===== src/rtl/game_pkg.sv =====
// Shared game types: the seconds bus width/type (also feeds the 7-segment stage)
// and the turn timer state encoding.
package game_pkg;
  localparam int SEC_W = 4;

  typedef logic [SEC_W-1:0] sec_t;

  typedef enum logic {T_IDLE, T_RUN} timer_state_e;

  // Saturating decrement: the count never wraps below zero.
  function automatic sec_t sec_dec(input sec_t s);
    return (s == '0) ? '0 : sec_t'(s - sec_t'(1));
  endfunction
endpackage


===== src/rtl/turn_countdown_timer_if.sv =====
// Control and status bundle between the game FSM (master) and the turn timer (slave).
interface turn_countdown_timer_if;
  import game_pkg::*;

  logic start;
  logic stop;
  logic pause;
  sec_t seconds;
  logic running;
  logic timeout;
  logic warn;

  modport master (
    output start, stop, pause,
    input  seconds, running, timeout, warn
  );

  modport slave (
    input  start, stop, pause,
    output seconds, running, timeout, warn
  );
endinterface


===== src/rtl/turn_countdown_timer_tick_gen.sv =====
// tick_gen: divides clk by CLK_HZ; tick is high for one cycle per CLK_HZ enabled
// cycles. clr restarts the partial period; en low freezes it.
module tick_gen #(
  parameter int CLK_HZ = 50_000_000
) (
  input  logic clk,
  input  logic rst,
  input  logic en,
  input  logic clr,
  output logic tick
);
  localparam int W = (CLK_HZ > 1) ? $clog2(CLK_HZ) : 1;
  localparam logic [W-1:0] LAST = W'(CLK_HZ - 1);

  logic [W-1:0] cnt_q;

  assign tick = en && !clr && (cnt_q == LAST);

  always_ff @(posedge clk) begin
    if (rst || clr) begin
      cnt_q <= '0;
    end else if (en) begin
      cnt_q <= (cnt_q == LAST) ? '0 : cnt_q + W'(1);
    end
  end
endmodule


===== src/rtl/turn_countdown_timer.sv =====
// Per-turn countdown: reloads TURN_SECS on start, steps down once per second, pulses
// timeout at zero. Optional warn output enabled by macro TURN_TIMER_WARN_EN.
module turn_countdown_timer
  import game_pkg::*;
#(
  parameter int CLK_HZ    = 50_000_000,
  parameter int TURN_SECS = 10,
  parameter int WARN_SECS = 3
) (
  input  logic                 clk,
  input  logic                 rst,
  turn_countdown_timer_if.slave tif
);
  if (TURN_SECS < 1 || TURN_SECS > 15) begin : g_bad_turn_secs
    $error("turn_countdown_timer: TURN_SECS must be in 1..15");
  end
  if (CLK_HZ < 2) begin : g_bad_clk_hz
    $error("turn_countdown_timer: CLK_HZ must be at least 2");
  end
  if (WARN_SECS < 0 || WARN_SECS > 15) begin : g_bad_warn_secs
    $error("turn_countdown_timer: WARN_SECS must be in 0..15");
  end

  localparam sec_t RELOAD = sec_t'(TURN_SECS);

  timer_state_e state_q, state_d;
  sec_t         sec_q, sec_d;
  logic         timeout_q, timeout_d;
  logic         tick;
  logic         presc_en;
  logic         presc_clr;

  // Prescaler only advances while counting and not paused; any start or stop
  // discards the partial second.
  assign presc_en  = (state_q == T_RUN) && !tif.pause;
  assign presc_clr = tif.start || tif.stop;

  tick_gen #(.CLK_HZ(CLK_HZ)) u_tick_gen (
    .clk  (clk),
    .rst  (rst),
    .en   (presc_en),
    .clr  (presc_clr),
    .tick (tick)
  );

  always_ff @(posedge clk) begin
    if (rst) begin
      state_q   <= T_IDLE;
      sec_q     <= RELOAD;
      timeout_q <= 1'b0;
    end else begin
      state_q   <= state_d;
      sec_q     <= sec_d;
      timeout_q <= timeout_d;
    end
  end

  // Priority: start > stop > tick. A tick alongside stop is dropped.
  always_comb begin
    state_d   = state_q;
    sec_d     = sec_q;
    timeout_d = 1'b0;
    if (tif.start) begin
      state_d = T_RUN;
      sec_d   = RELOAD;
    end else if (tif.stop && (state_q == T_RUN)) begin
      state_d = T_IDLE;
    end else if (tick) begin
      if (sec_q > sec_t'(1)) begin
        sec_d = sec_dec(sec_q);
      end else begin
        sec_d     = '0;
        state_d   = T_IDLE;
        timeout_d = 1'b1;
      end
    end
  end

  assign tif.seconds = sec_q;
  assign tif.running = (state_q == T_RUN);
  assign tif.timeout = timeout_q;

`ifdef TURN_TIMER_WARN_EN
  localparam sec_t WARN_V = sec_t'(WARN_SECS);

  logic warn_q;
  logic warn_d;

  assign warn_d = (state_d == T_RUN) && (sec_d <= WARN_V);

  always_ff @(posedge clk) begin
    if (rst) begin
      warn_q <= 1'b0;
    end else begin
      warn_q <= warn_d;
    end
  end

  assign tif.warn = warn_q;
`else
  assign tif.warn = 1'b0;
`endif
endmodule

===== src/flat_wrapper.sv =====
// flat-port wrapper written by rule: the top's interface ports become plain ports
module turn_countdown_timer_flat import game_pkg::*;
#(
  parameter int CLK_HZ    = 50_000_000,
  parameter int TURN_SECS = 10,
  parameter int WARN_SECS = 3
)
  (clk, rst, tif_start, tif_stop, tif_pause, tif_seconds, tif_running, tif_timeout, tif_warn);
  turn_countdown_timer_if tif_i ();
  input  logic clk;
  input  logic rst;
  input wire logic [$bits(tif_i.start)-1:0] tif_start;
  input wire logic [$bits(tif_i.stop)-1:0] tif_stop;
  input wire logic [$bits(tif_i.pause)-1:0] tif_pause;
  output wire logic [$bits(tif_i.seconds)-1:0] tif_seconds;
  output wire logic [$bits(tif_i.running)-1:0] tif_running;
  output wire logic [$bits(tif_i.timeout)-1:0] tif_timeout;
  output wire logic [$bits(tif_i.warn)-1:0] tif_warn;
  assign tif_i.start = tif_start;
  assign tif_i.stop = tif_stop;
  assign tif_i.pause = tif_pause;
  assign tif_seconds = tif_i.seconds;
  assign tif_running = tif_i.running;
  assign tif_timeout = tif_i.timeout;
  assign tif_warn = tif_i.warn;
  turn_countdown_timer #(.CLK_HZ(CLK_HZ), .TURN_SECS(TURN_SECS), .WARN_SECS(WARN_SECS)) u_core (.clk(clk), .rst(rst), .tif(tif_i));
endmodule

===== config.mk =====
export PLATFORM = sky130hd
export DESIGN_NAME = turn_countdown_timer_flat
export DESIGN_NICKNAME = d
export VERILOG_FILES = /design/src/rtl/game_pkg.sv /design/src/rtl/turn_countdown_timer_if.sv /design/src/rtl/turn_countdown_timer_tick_gen.sv /design/src/rtl/turn_countdown_timer.sv /design/src/flat_wrapper.sv
export SDC_FILE = /design/constraint.sdc
export NUM_CORES = 1
export LEC_CHECK = 0
export ABC_AREA = 1
export CAP_MARGIN = 10
export CORE_ASPECT_RATIO = 1.2
export CORE_MARGIN = 1.5
export CORE_UTILIZATION = 26
export DETAILED_ROUTE_END_ITERATION = 10
export GPL_TIMING_DRIVEN = 1
export PLACE_DENSITY = 0.43
export SKIP_LAST_GASP = 1
export SLEW_MARGIN = 20
export SYNTH_ARGS = -nofsm -noshare
export SYNTH_HDL_FRONTEND = slang
export SYNTH_HIERARCHICAL = 1
export SYNTH_SLANG_ARGS = --single-unit

===== constraint.sdc =====
create_clock -name clk -period 2.05 [get_ports clk]
set_input_delay 0.205 -clock clk [delete_from_list [all_inputs] [get_ports clk]]
set_output_delay 0.205 -clock clk [all_outputs]
set_load 0.02 [all_outputs]

==> run summary, run 1 <==
Slew Limit Fails: 0
Pre-CTS setup slack: 0.165 ns
Worst setup path startpoint: u_core/u_tick_gen/cnt_q[0]
GRT Residual Overflow: 0
FF-to-FF setup slack: 0.26 ns
RD Place Congestion: 0.761
TritonCTS Buffers: 5
Synth unique cells: 31
Residual DRC: 0
Crit. End Element: flop
Wire per inst: 11.7 um
FILL cells: 732
Longest Clk Path Bufs: 2
Max frequency: 559 MHz
Fin worst setup slack: 0.262 ns
Arr. time, crit path: 2.01 ns
CTS tree: yes
Layout cell share with drive strength beyond 1: 9.96%
DIE AREA: 7240 um2
DR pass1 iterations: 4
Routed WL: 4290 um
Period Utilization, post-route: 87.2%
Antenna cell count: 0
R2r startpoint: u_core/u_tick_gen/cnt_q[0]
Top-Level Pins: 12
Setup Buffers After CTS: 0
Die height: 92.9 um
Fin area: 2080 um2
Most Frequent Cell on Critical Path: nand3_1
Cts repair resizes: 0
Final Hold Viols: 0
Pwr/cell area: 580 nW/um2
Largest stage delay, worst path: 0.38 ns
Clock-pin slew on the worst setup and hold paths: 0.07 ns
Setup crit end: u_core/tif.seconds[0]
IR drop worst, VDD: 0.266 mV
Required time of the critical path: 2.27 ns
Register Area: 641 um2
Number of cells on the worst reg-to-reg path: 11
Clk_skew: 0.00622 ns
Routed vias: 1602
IO buf count: 10
Core Box Area: 6490 um2
Total Power: 1210 uW
Initial DRC Count: 89
Rows: 32
Post-Synthesis Cell Area: 1750 um2
Root buffer cell: clkbuf_8
Crit-path slowest cell: dfxtp_1
Syn_nets: 270
P&R area growth vs syn: 18.9%
Detailed placement HPWL: 3220 um
Area of the multi-input gates: 976 um2
Crit Path Max Fanout: 7
# setup viols final: 0
Post-Synthesis Cells: 263
Warnings from Yosys: 6
Syn Area/Cell: 6.66 um2
Vias/cell: 4.38
RSZ-0062 raised after global routing: no
Die Wd: 77.9 um
Min Tclk post-route: 1.79 ns
Status: finished clean
Max cap viols: 0
Worst min path class: flop to flop
Clk sinks: 32
Clk_lat worst skew: 0.29 ns
CTS H-Tree Depth: 2
Startpoint Class: flop
Antenna-violating nets left: 0
Largest net degree at the start of global routing: 14
Initial Util: 27.0%
Worst-path cell chain: ha_1, nand3_1, inv_2, nand2_1, nor2_1, nand3_1, nor2_1, inv_2, a21oi_4, nand3_1, a21oi_1
Vias in the first global route: 1630
Nets: 288
Tot GR Track Use: 13.3%
Register bit total from synthesis: 32
Hold buffer count at cts: 0
RR Endpoint: u_core/tif.seconds[0]
Dpl cell area: 1990 um2
DP Cell Count: 359
WS Path Type: flop to flop
Setup TNS: 0 ns
Layout Cells excl Fill: 366
First-pass GRT wire length: 7530 um
Initial antenna violation count: 0
Seq/Total Area, Yosys: 36.6%
Leak: 0.000745 uW
==> worst max-delay path: cells and delay by family (launching register included) <==
kind            cells  cell delay (ns)
compound gates      2             0.31
fa+ha+maj           1             0.16
flops               1             0.38
buf+inv             2             0.18
simple gates        6             0.70
==> worst min-delay path by stage <==
stage               depth (start not counted)                           to  slack, ns                        start
finish                                      2  u_core/u_tick_gen/cnt_q[14]       0.48  u_core/u_tick_gen/cnt_q[14]
global route                                2        u_core/tif.seconds[3]       0.53        u_core/tif.seconds[3]
CTS                                         2  u_core/u_tick_gen/cnt_q[14]       0.48  u_core/u_tick_gen/cnt_q[14]
detailed placement                          2  u_core/u_tick_gen/cnt_q[14]       0.47  u_core/u_tick_gen/cnt_q[14]
global placement                            2  u_core/u_tick_gen/cnt_q[14]       0.46  u_core/u_tick_gen/cnt_q[14]
floorplan                                   1           u_core/tif.running       0.28                          rst
==> cells by family after synthesis <==
kind of cell             synth area share (%)
AO/OA/AOI/OAI                            6.72
XOR/XNOR                                 4.00
adder cells (fa/ha/maj)                  1.43
buffers and inverters                    7.79
flip-flops                               36.6
multiplexers                            0.572
other                                   0.214
AND/OR/NAND/NOR                          42.7
==> per-stage QoR <==
step,utilization (%),hold slack [ns]
3_5_place_dp,30.6,0.469
5_1_grt,32.1,0.532
6_report,32.1,0.477
3_3_place_gp,30.6,0.458
4_1_cts,32.1,0.484
2_1_floorplan,-,0.277
==> area by class of cell <==
cell class | instances | share of cell area [%]
clock buffer | 7 | 4.63
timing repair buffer | 15 | 7.21
sequential | 32 | 30.8
tap | 85 | 5.11
inverter | 30 | 5.41
multi-input combinational | 197 | 46.9
==> synthesized netlist by cell type <==
cell	n	area [um2]
inv_1	28	105
nand3_1	38	190
nand4_1	2	12.5
nand3_2	1	10.0
or2_2	1	6.26
buf_2	1	5.00
mux2i_1	1	10.0
a31oi_1	2	12.5
and3_1	1	6.26
nand2_1	52	195
o211ai_1	1	7.51
dfxtp_1	32	641
nor2_4	1	11.3
nor2_2	6	37.5
inv_2	2	7.51
o22ai_1	1	6.26
nor2_8	1	20.0
o21ai_0	2	10.0
nand2_2	1	6.26
nand3_4	1	17.5
conb_1	1	3.75
ha_1	2	25.0
buf_4	2	15.0
a21oi_1	13	65.1
and2_1	2	12.5
nor2_1	55	206
xor2_1	6	52.6
nor3_1	3	15.0
buf_1	1	3.75
a21oi_4	1	16.3
xnor2_1	2	17.5
==> placed cells by master, fill, tap and decap left out, drive strengths merged <==
master	synthesis	layout
xnor2	2	2
nand3	40	40
clkdlybuf4s50	0	10
or2	1	1
conb	1	1
nor2	63	63
mux2i	1	1
ha	2	2
a21oi	14	14
buf	4	5
a31oi	2	2
o22ai	1	1
nor3	3	3
nand4	2	2
clkbuf	0	7
o211ai	1	1
and3	1	1
inv	30	30
and2	2	2
xor2	6	6
dfxtp	32	32
nand2	53	53
o21ai	2	2
==> power by group <==
group | switching (uW) | total [uW] | internal, uW
combinational | 27.2 | 47.5 | 20.3
sequential | 2.26 | 625 | 623
clock | 236 | 535 | 299
total | 266 | 1210 | 942
==> state kept, by name, indices dropped and copies added, names as in the netlist <==
signal,flops
u_core/u_tick_gen/cnt_q,26
u_core/tif.seconds,4
u_core/tif.running,1
u_core/tif.timeout,1
==> metal layers <==
metal	GRT usage [%]	vias to the layer above	routed length, um	part of all wire [%]
li1	-	865	-	-
met1	16.4	706	2090	49
met2	22.3	24	2000	47
met3	3.05	7	115	2.7
met4	5.36	0	84	2.0
met5	0	-	0	0
No activity file was read; power rests on OpenSTA's default activity.
==> run 2, diff against run 1 <==
Settings changed: PLACE_DENSITY 0.43 to 0.44.
Clock period 2.05 ns to 1.47 ns, I/O delays scaled along.
==> run 2 against run 1 <==
The flow now finishes with violations (negative setup slack). Final cell count is 16% higher. Combinational power increased by 130%. Maximum frequency increased by 16%. Power is 45% higher. Utilization grew 10 points. Clock-buffer cell count is 1 higher. Routed wire length increased by 16%. First-iteration DRC count decreased by 27%. Die area unchanged. Clock power is 44% higher. Sequential share of layout area is 7.2 points lower. Critical endpoint is now u_core/tif.seconds[3].
==> run summary, run 2 (synthesis gave the netlist of run 1 again) <==
Status: complete, but fails checks
Failing checks: negative setup slack
Worst-path cell chain: ha_4, nand3_4, inv_2, nand2_2, nor2_2, nand3_2, nor2_4, inv_2, a21oi_4, nand2_1, nand2_1, nand2_1
CP top delay family: simple AND/OR/NAND/NOR gates
Slew Limit Fails: 0
Crit. End Element: flop
DIE AREA: 7240 um2
Max cap viols: 0
Commonest non-fill, non-tap cell in the layout: buf_4
Rows: 32
Reg with most FFs: u_core/u_tick_gen/cnt_q
# setup viols final: 6
Layout cell share with drive strength beyond 1: 35.1%
Number of cells on the worst reg-to-reg path: 12
Period Utilization, post-route: 105%
Crit Path Max Fanout: 7
Antenna cell count: 0
Clock-pin slew on the worst setup and hold paths: 0.07 ns
Arr. time, crit path: 1.72 ns
Leak: 0.00111 uW
Min Tclk post-route: 1.54 ns
Max FFs per register: 26
Root buffer cell: clkbuf_8
TritonCTS Buffers: 5
Initial DRC Count: 65
CP Depth: 12
Most Frequent Cell on Critical Path: nand2_1
Final Hold Viols: 0
Pwr/cell area: 634 nW/um2
Hold path cells: 2
Worst Path Buf+Inv: 2
RD Place Congestion: 0.819
Top-Level Pins: 12
DR pass1 iterations: 4
Net Sw Frac: 22.6%
Max frequency: 649 MHz
Initial Util: 27.0%
Worst min path class: input port to flop
P&R area growth vs syn: 57.7%
Tot GR Track Use: 14.3%
RSZ-0062 raised after global routing: yes
IO buf count: 10
Nets: 345
Longest Clk Path Bufs: 2
Clk_lat worst skew: 0.29 ns
IR drop worst, VDD: 0.284 mV
Crit-path slowest cell: dfxtp_2
Vias in the first global route: 1744
CTS tree: yes
CTS H-Tree Depth: 2
First-pass GRT wire length: 7970 um
Core Box Area: 6490 um2
Largest net degree at the start of global routing: 12
Switching power: 396 uW
Wire per inst: 11.7 um
Die height: 92.9 um
Die Wd: 77.9 um
WS Path Type: flop to flop
Fin worst setup slack: -0.0700 ns
Internal cell power: 1350 uW
Clk sinks: 32
Required time of the critical path: 1.65 ns
Residual DRC: 0
Routed WL: 4960 um
Comb power frac: 6.2%
Routed vias: 1844
Setup TNS: -0.327 ns
Largest stage delay, worst path: 0.36 ns
Detailed placement HPWL: 3640 um
Clk_skew: 0.00965 ns
Vias/cell: 4.35
Initial antenna violation count: 0
Antenna-violating nets left: 0
Startpoint Class: flop
Register share of total power: 49.8%
Commonest non-fill, non-tap cells in the layout: 55 x buf_4, 45 x nand2_1, 45 x nor2_1
Power share of the clock group: 44.1%
Pre-CTS setup slack: -0.277 ns
GRT Residual Overflow: 0
## run 2: final cells by class
| cell class | count | area, um2 |
|---|---|---|
| timing repair buffer | 71 | 609 |
| tap | 85 | 106 |
| inverter | 30 | 115 |
| sequential | 32 | 649 |
| fill | 709 | 3730 |
| multi-input combinational | 198 | 1180 |
| clock buffer | 8 | 100 |
## run 2: worst reg2reg max path, stage by stage, from the launching register on
cell and delay, ns:
dfxtp_2 0.36, ha_4 0.14, nand3_4 0.08, inv_2 0.07, nand2_2 0.06, nor2_2 0.09
nand3_2 0.11, nor2_4 0.11, inv_2 0.05, a21oi_4 0.19, nand2_1 0.08, nand2_1 0.06
nand2_1 0.04
## run 2: through the flow
stage	hold WS [ns]	cells	cell area (um2)	util [%]	total power [uW]
finish	0.463	424	2760	42.6	1750
global route	0.480	424	2760	42.6	1830
CTS	0.457	418	2560	39.5	1790
detailed placement	0.455	410	2430	37.5	992
global placement	0.456	410	2430	37.5	992
floorplan	0.210	263	1790	-	931
## run 2: layer usage
metal  up-vias  track usage, %  routed length, um
met1       829            16.5               2220
met4         0            4.46                 63
met2        21            26.1               2530
li1        988               -                  -
met5         -               0                  0
met3         6            2.76                139
## run 2: power groups by stage
stage	clock [uW]	combinational [uW]	sequential, uW
final	771	108	870
after global routing	838	117	870
after CTS	818	103	870
after detailed placement	0	102	890
after global placement	0	102	890
after floorplan	0	37.2	894
## run 2: path summary, 6_finish.rpt
path	end	start	slack, ns
setup / recovery	u_core/tif.seconds[3]	u_core/u_tick_gen/cnt_q[0]	-0.07
hold / removal	u_core/tif.running	rst	0.46
setup reg to reg	u_core/tif.seconds[3]	u_core/u_tick_gen/cnt_q[0]	-0.07
hold reg to reg	u_core/u_tick_gen/cnt_q[14]	u_core/u_tick_gen/cnt_q[14]	0.47
## run 2: timing repair
action	in CTS	in global routing
pin swaps	1	15
gates cloned	0	1
setup buffers	0	5
hold buffers	0	0
resized for setup	13	37
setup endpoints to repair	25	28
==> run 3, diff against run 2 <==
Settings changed: SLEW_MARGIN 20 to not set.
==> results of run 3 <==
The final DEF is identical to that of run 2; final timing and power are the same.
